$ cat src/rtl/angle_reducer_pkg.sv
// Shared encodings for the angle range reducer: FSM states and output mapping modes.
package angle_reducer_pkg;

  localparam logic [1:0] RED_IDLE   = 2'd0;
  localparam logic [1:0] RED_DIVIDE = 2'd1;
  localparam logic [1:0] RED_MAP    = 2'd2;
  localparam logic [1:0] RED_DONE   = 2'd3;

  localparam logic RED_MODE_FOLD   = 1'b1;
  localparam logic RED_MODE_OFFSET = 1'b0;

endpackage

$ cat src/rtl/angle_fold.sv
// Combinational quadrant split of a reduced angle r in [0, 4Q): quadrant, mapped angle, sign flags.
module angle_fold
  import angle_reducer_pkg::*;
#(
  parameter int RW = 10
) (
  input  logic [RW-1:0] r,
  input  logic [RW-1:0] q,
  input  logic          mode_fold,
  output logic [1:0]    quadrant,
  output logic [RW-1:0] data_out,
  output logic          sin_neg,
  output logic          cos_neg
);

  logic [RW-1:0] q2;
  logic [RW-1:0] q3;
  logic [RW-1:0] q4;
  logic [RW-1:0] base;
  logic [RW-1:0] folded;

  assign q2 = q << 1;
  assign q3 = q2 + q;
  assign q4 = q << 2;

  // Boundaries belong to the upper quadrant, so Q, 2Q and 3Q land in quadrants 1, 2 and 3.
  always_comb begin
    quadrant = 2'd0;
    base     = '0;
    if (r >= q3) begin
      quadrant = 2'd3;
      base     = q3;
    end else if (r >= q2) begin
      quadrant = 2'd2;
      base     = q2;
    end else if (r >= q) begin
      quadrant = 2'd1;
      base     = q;
    end
  end

  always_comb begin
    folded = r;
    case (quadrant)
      2'd0: folded = r;
      2'd1: folded = q2 - r;
      2'd2: folded = r - q2;
      2'd3: folded = q4 - r;
      default: folded = r;
    endcase
  end

  assign data_out = (mode_fold == RED_MODE_FOLD) ? folded : (r - base);
  assign sin_neg  = quadrant[1];
  assign cos_neg  = quadrant[0] ^ quadrant[1];

endmodule

$ cat src/rtl/angle_reducer.sv
// Multi-cycle angle range reducer: restoring modulo by FULL_CIRCLE, one input bit per cycle,
// followed by a single-cycle quadrant fold and a held result under valid/ready.
module angle_reducer
  import angle_reducer_pkg::*;
#(
  parameter int   DATA_WIDTH  = 32,
  parameter int   FULL_CIRCLE = 360,
  parameter int   SIGNED_IN   = 0,
  parameter logic MODE        = RED_MODE_FOLD
) (
  input  logic                          clk,
  input  logic                          reset_n,
  input  logic                          in_valid,
  output logic                          in_ready,
  input  logic [DATA_WIDTH-1:0]         data_in,
  input  logic                          mode_fold,
  output logic                          out_valid,
  input  logic                          out_ready,
  output logic [1:0]                    quadrant,
  output logic [$clog2(FULL_CIRCLE):0]  data_out,
  output logic                          sin_neg,
  output logic                          cos_neg
);

  localparam int RW = $clog2(FULL_CIRCLE) + 1;
  localparam int CW = $clog2(DATA_WIDTH) + 1;
  localparam logic [RW-1:0] FC   = RW'(FULL_CIRCLE);
  localparam logic [RW-1:0] QTR  = RW'(FULL_CIRCLE / 4);
  localparam logic [CW-1:0] LAST = CW'(DATA_WIDTH - 1);

  logic [1:0]            state;
  logic [DATA_WIDTH-1:0] mag;
  logic                  neg;
  logic                  mode_r;
  logic [RW-1:0]         rem;
  logic [CW-1:0]         cnt;

  logic signed [DATA_WIDTH-1:0] din_s;
  logic                         neg_in;
  logic [DATA_WIDTH-1:0]        mag_in;
  logic [RW:0]                  shifted;
  logic [RW:0]                  trial;
  logic [RW-1:0]                rem_next;
  logic [RW-1:0]                r_map;
  logic [1:0]                   fold_q;
  logic [RW-1:0]                fold_d;
  logic                         fold_s;
  logic                         fold_c;

  // Two's-complement negate of the most-negative value yields 2^(DATA_WIDTH-1) as an unsigned magnitude.
  assign din_s  = data_in;
  assign neg_in = (SIGNED_IN != 0) && (din_s < 0);
  assign mag_in = neg_in ? (~data_in + 1'b1) : data_in;

  // rem < FULL_CIRCLE before the shift, so one conditional subtract restores it.
  assign shifted  = {rem, mag[DATA_WIDTH-1]};
  assign trial    = shifted - {1'b0, FC};
  assign rem_next = (shifted >= {1'b0, FC}) ? trial[RW-1:0] : shifted[RW-1:0];

  assign r_map = (neg && (rem != '0)) ? (FC - rem) : rem;

  angle_fold #(.RW(RW)) u_fold (
    .r         (r_map),
    .q         (QTR),
    .mode_fold (mode_r),
    .quadrant  (fold_q),
    .data_out  (fold_d),
    .sin_neg   (fold_s),
    .cos_neg   (fold_c)
  );

  always_ff @(posedge clk or negedge reset_n) begin
    if (!reset_n) begin
      state     <= RED_IDLE;
      in_ready  <= 1'b0;
      out_valid <= 1'b0;
      quadrant  <= 2'd0;
      data_out  <= '0;
      sin_neg   <= 1'b0;
      cos_neg   <= 1'b0;
      mag       <= '0;
      neg       <= 1'b0;
      mode_r    <= MODE;
      rem       <= '0;
      cnt       <= '0;
    end else begin
      case (state)
        RED_IDLE: begin
          in_ready <= 1'b1;
          if (in_valid && in_ready) begin
            mag      <= mag_in;
            neg      <= neg_in;
            mode_r   <= mode_fold;
            rem      <= '0;
            cnt      <= '0;
            in_ready <= 1'b0;
            state    <= RED_DIVIDE;
          end
        end
        RED_DIVIDE: begin
          rem <= rem_next;
          mag <= {mag[DATA_WIDTH-2:0], 1'b0};
          if (cnt == LAST) state <= RED_MAP;
          else             cnt   <= cnt + 1'b1;
        end
        RED_MAP: begin
          quadrant  <= fold_q;
          data_out  <= fold_d;
          sin_neg   <= fold_s;
          cos_neg   <= fold_c;
          out_valid <= 1'b1;
          state     <= RED_DONE;
        end
        RED_DONE: begin
          if (out_ready) begin
            out_valid <= 1'b0;
            in_ready  <= 1'b1;
            state     <= RED_IDLE;
          end
        end
        default: state <= RED_IDLE;
      endcase
    end
  end

endmodule

$ cat config.mk
export PLATFORM = sky130hd
export DESIGN_NAME = angle_reducer
export DESIGN_NICKNAME = d
export VERILOG_FILES = /design/src/rtl/angle_reducer_pkg.sv /design/src/rtl/angle_fold.sv /design/src/rtl/angle_reducer.sv
export SDC_FILE = /design/constraint.sdc
export NUM_CORES = 1
export LEC_CHECK = 0
export CORE_MARGIN = 2
export CORE_UTILIZATION = 50
export CTS_CLUSTER_SIZE = 30
export DETAILED_ROUTE_END_ITERATION = 12
export DONT_BUFFER_PORTS = 1
export PLACE_DENSITY = 0.76
export SLEW_MARGIN = 25
export SYNTH_ARGS = -nofsm -noshare
export SYNTH_HDL_FRONTEND = slang
export SYNTH_SLANG_ARGS = --single-unit
$ cat constraint.sdc
create_clock -name clk -period 3.92 [get_ports clk]
set_input_delay 0.98 -clock clk [delete_from_list [all_inputs] [get_ports clk]]
set_output_delay 0.98 -clock clk [all_outputs]
set_load 0.05 [all_outputs]
==> results.sh <==
export IMPL_outcome="finished, final reports clean"
export IMPL_arrival_ps=3780
export IMPL_post_place_cells=547
export IMPL_synth_warnings=0
export IMPL_hpwl_um=7227
export IMPL_ctsHoldBuffers=0
export IMPL_ys_seq_area_share_pct=39.68
export IMPL_cp_max_fo=11
export IMPL_netlist_instances=456
export IMPL_dieHeight_um=95.27
export IMPL_initial_utilization_pct=51.21
export IMPL_finalSetupViolations=0
export IMPL_htree_levels=3
export IMPL_nets=518
export IMPL_cts_root_buf="clkbuf_8"
export IMPL_period_needed_ps=3533
export IMPL_final_cell_area_mm2=0.004482
export IMPL_hp_class="input port to asynchronous set/reset pin"
export IMPL_worst_hold_slack_ps=302.8
export IMPL_synth_flop_cell="dfrtp_1"
export IMPL_grt_busiest_layer="met2"
export IMPL_stdcell_count=563
export IMPL_clockBufferDepth=2
export IMPL_synthSimpleGateAreaFrac_pct=13.31
export IMPL_layout_drive_gt1_share_pct=9.389
export IMPL_synth_compound_area_share_pct=22.14
export IMPL_grt_met1_usage_pct=30.63
export IMPL_final_antenna_net_count=0
export IMPL_finalSetupTns_ps=0
export IMPL_synth_cell_types=63
export IMPL_drc=0
export IMPL_path_clk_slew_ps=90
export IMPL_yosys_top_cells_area="dfrtp_1, mux2i_1, ha_1"
export IMPL_io_buffer_count=0
export IMPL_syn_to_final_growth_pct=7.600
export IMPL_netlist_area_mm2=0.004165
export IMPL_core_area_mm2=0.008134
export IMPL_synthXorXnorAreaFrac_pct=2.734
export IMPL_row_count=33
export IMPL_syn_area_per_cell_um2=9.134
export IMPL_clk_latency_ps=360
export IMPL_synth_nets=521
export IMPL_async_reset_ff_share_pct=100.0
export IMPL_netlist_area_leader_share_pct=39.05
export IMPL_wl_per_cell_um=17.81
export IMPL_finalWirelength_um=10030
export IMPL_antenna_found_initial=0
export IMPL_rsz0062_at_grt="no"
export IMPL_synth_top_family_by_area="compound AO/OA/AOI/OAI gates"
export IMPL_grt_pass1_wl_um=16690
export IMPL_drtIter0Drc=240
export IMPL_vias_per_cell=6.044
export IMPL_place_congestion=0.9151
export IMPL_cp_required_ps=4170
export IMPL_synth_fa_ha_area_share_pct=8.591
export IMPL_finalHoldViolCount=0
export IMPL_grt_pass1_vias=3442
export IMPL_track_usage_pct=23.88
export IMPL_synth_mux_area_share_pct=8.982
export IMPL_worstSetupStartpointType="register"
export IMPL_numCtsBuffers=9
export IMPL_synth_top_area_cell="dfrtp_1"
export IMPL_die_w_um=95.27
export IMPL_die_area_mm2=0.009076
export IMPL_crit_type="register to register"
export IMPL_grt_use_met3_pct=5.217
export IMPL_fmax_ghz=0.2830
export IMPL_ys_ff_latch=66
export IMPL_slew_headroom_pct=38.84
export IMPL_endpoint_kind="register"
export IMPL_tightestPinTransition_ps=917.3
export IMPL_r2r_start="rem[3]"
export IMPL_diodes=0
export IMPL_firstDrtPassIters=5
export IMPL_synth_edff_count=0
export IMPL_globalRouteMet2Util_pct=39.32
export IMPL_placed_cell_area_mm2=0.004274
export IMPL_routed_via_count=3403
export IMPL_cts_sinks=66
export IMPL_grt_max_degree=67
export IMPL_cts_tree="done"
export IMPL_startpoint="rem[3]"
export IMPL_gr_total_overflow=0
export IMPL_period_share_pct=90.13
export IMPL_maxCapViolations=0
export IMPL_fin_skew_ps=9.173
export IMPL_maxSlewViolCount=0
export IMPL_io_pins=53
==> cell usage in the layout, fill, tap and decap left out, drive strengths merged, types with 5 or more instances in the layout <==
cell type,count
a21o,5
a21oi,26
a31oi,7
buf,11
clkbuf,9
dfrtp,65
ha,27
inv,23
mux2i,34
nand2,53
nand2b,5
nand3,8
nor2,28
nor3,6
o211ai,6
o21a,5
o21ai,59
o22ai,10
xnor2,7
xor2,6
==> through the flow <==
step | utilization, % | worst slack [ps]
floorplan | - | 539.9
global placement | 52.55 | 473.0
detailed placement | 52.55 | 321.2
CTS | 55.08 | 292.1
global route | 55.10 | 87.70
finish | 55.10 | 386.8
==> cell families after synthesis <==
family | after synthesis
compound gates | 146
simple gates | 120
flops | 66
buf+inv | 46
mux | 37
fa+ha+maj | 28
xor+xnor | 13
==> critical path, cell delays in order (launching register included) <==
cell and delay, ps:
dfrtp_2 480, inv_1 160, ha_1 260, a21boi_0 140, o211ai_1 240, inv_1 170
a21oi_4 230, inv_2 100, ha_1 210, fa_1 400, nor2b_1 160, o31a_1 200
o211a_1 190, o21ai_0 60, and3b_1 180, o32ai_1 250
==> what timing repair did <==
item	4_1_cts	5_1_grt
buffers inserted	0	0
gates resized for setup	0	1
endpoints found under the hold margin	0	0
endpoints found under the setup margin	0	2
==> final timing paths <==
check	endpoint	slack, ps	cells past startpoint
min in group clk	mag[22]	490	2
max in group asynchronous	mode_r	3410	0
setup / recovery	data_out[9]	390	15
hold / removal	mag[14]	300	0
hold reg to reg	mag[22]	490	2
setup reg to reg	data_out[9]	390	15
==> layer usage <==
layer	up-vias	wire length, um
li1	1638	-
met1	1626	4353
met2	122	4727
met3	17	747
met4	0	197
met5	-	0
==> Yosys cell counts (2+ instances only) <==
library cell,number
buf_1,3
xnor2_1,7
a21oi_1,24
a21boi_0,2
o21a_1,5
o31ai_1,2
nor3b_1,2
and3_1,2
a311oi_1,3
nand3_1,8
clkbuf_1,17
buf_2,3
a31oi_1,7
nor3_1,6
dfrtp_1,65
or3_1,3
mux2_2,3
o22ai_1,10
o21ai_0,57
o211ai_1,6
xor2_1,6
o32ai_1,4
a21o_1,5
nor2_1,28
inv_1,18
nand2_1,53
a211oi_1,3
and3b_1,3
mux2i_1,34
nand2b_1,5
nor2b_1,3
a221oi_1,2
ha_1,27
==> registers in the layout (all words and copies together) (netlist names) <==
register and flops:
mag 32, data_out 10, rem 10, cnt 6, quadrant 2, state 2, cos_neg 1, in_ready 1
mode_r 1, out_valid 1
==> area by class of cell <==
cell class | instances | area, um2
inverter | 21 | 81.33
timing repair buffer | 11 | 82.58
sequential | 66 | 1654
clock buffer | 9 | 123.9
tap | 105 | 131.4
fill | 734 | 3652
multi-input combinational | 344 | 2326
clock inverter | 7 | 82.58
Power is left out: the tool's default activity adds up to more than one toggle a clock period on the data nets, which glitch-free logic cannot reach.
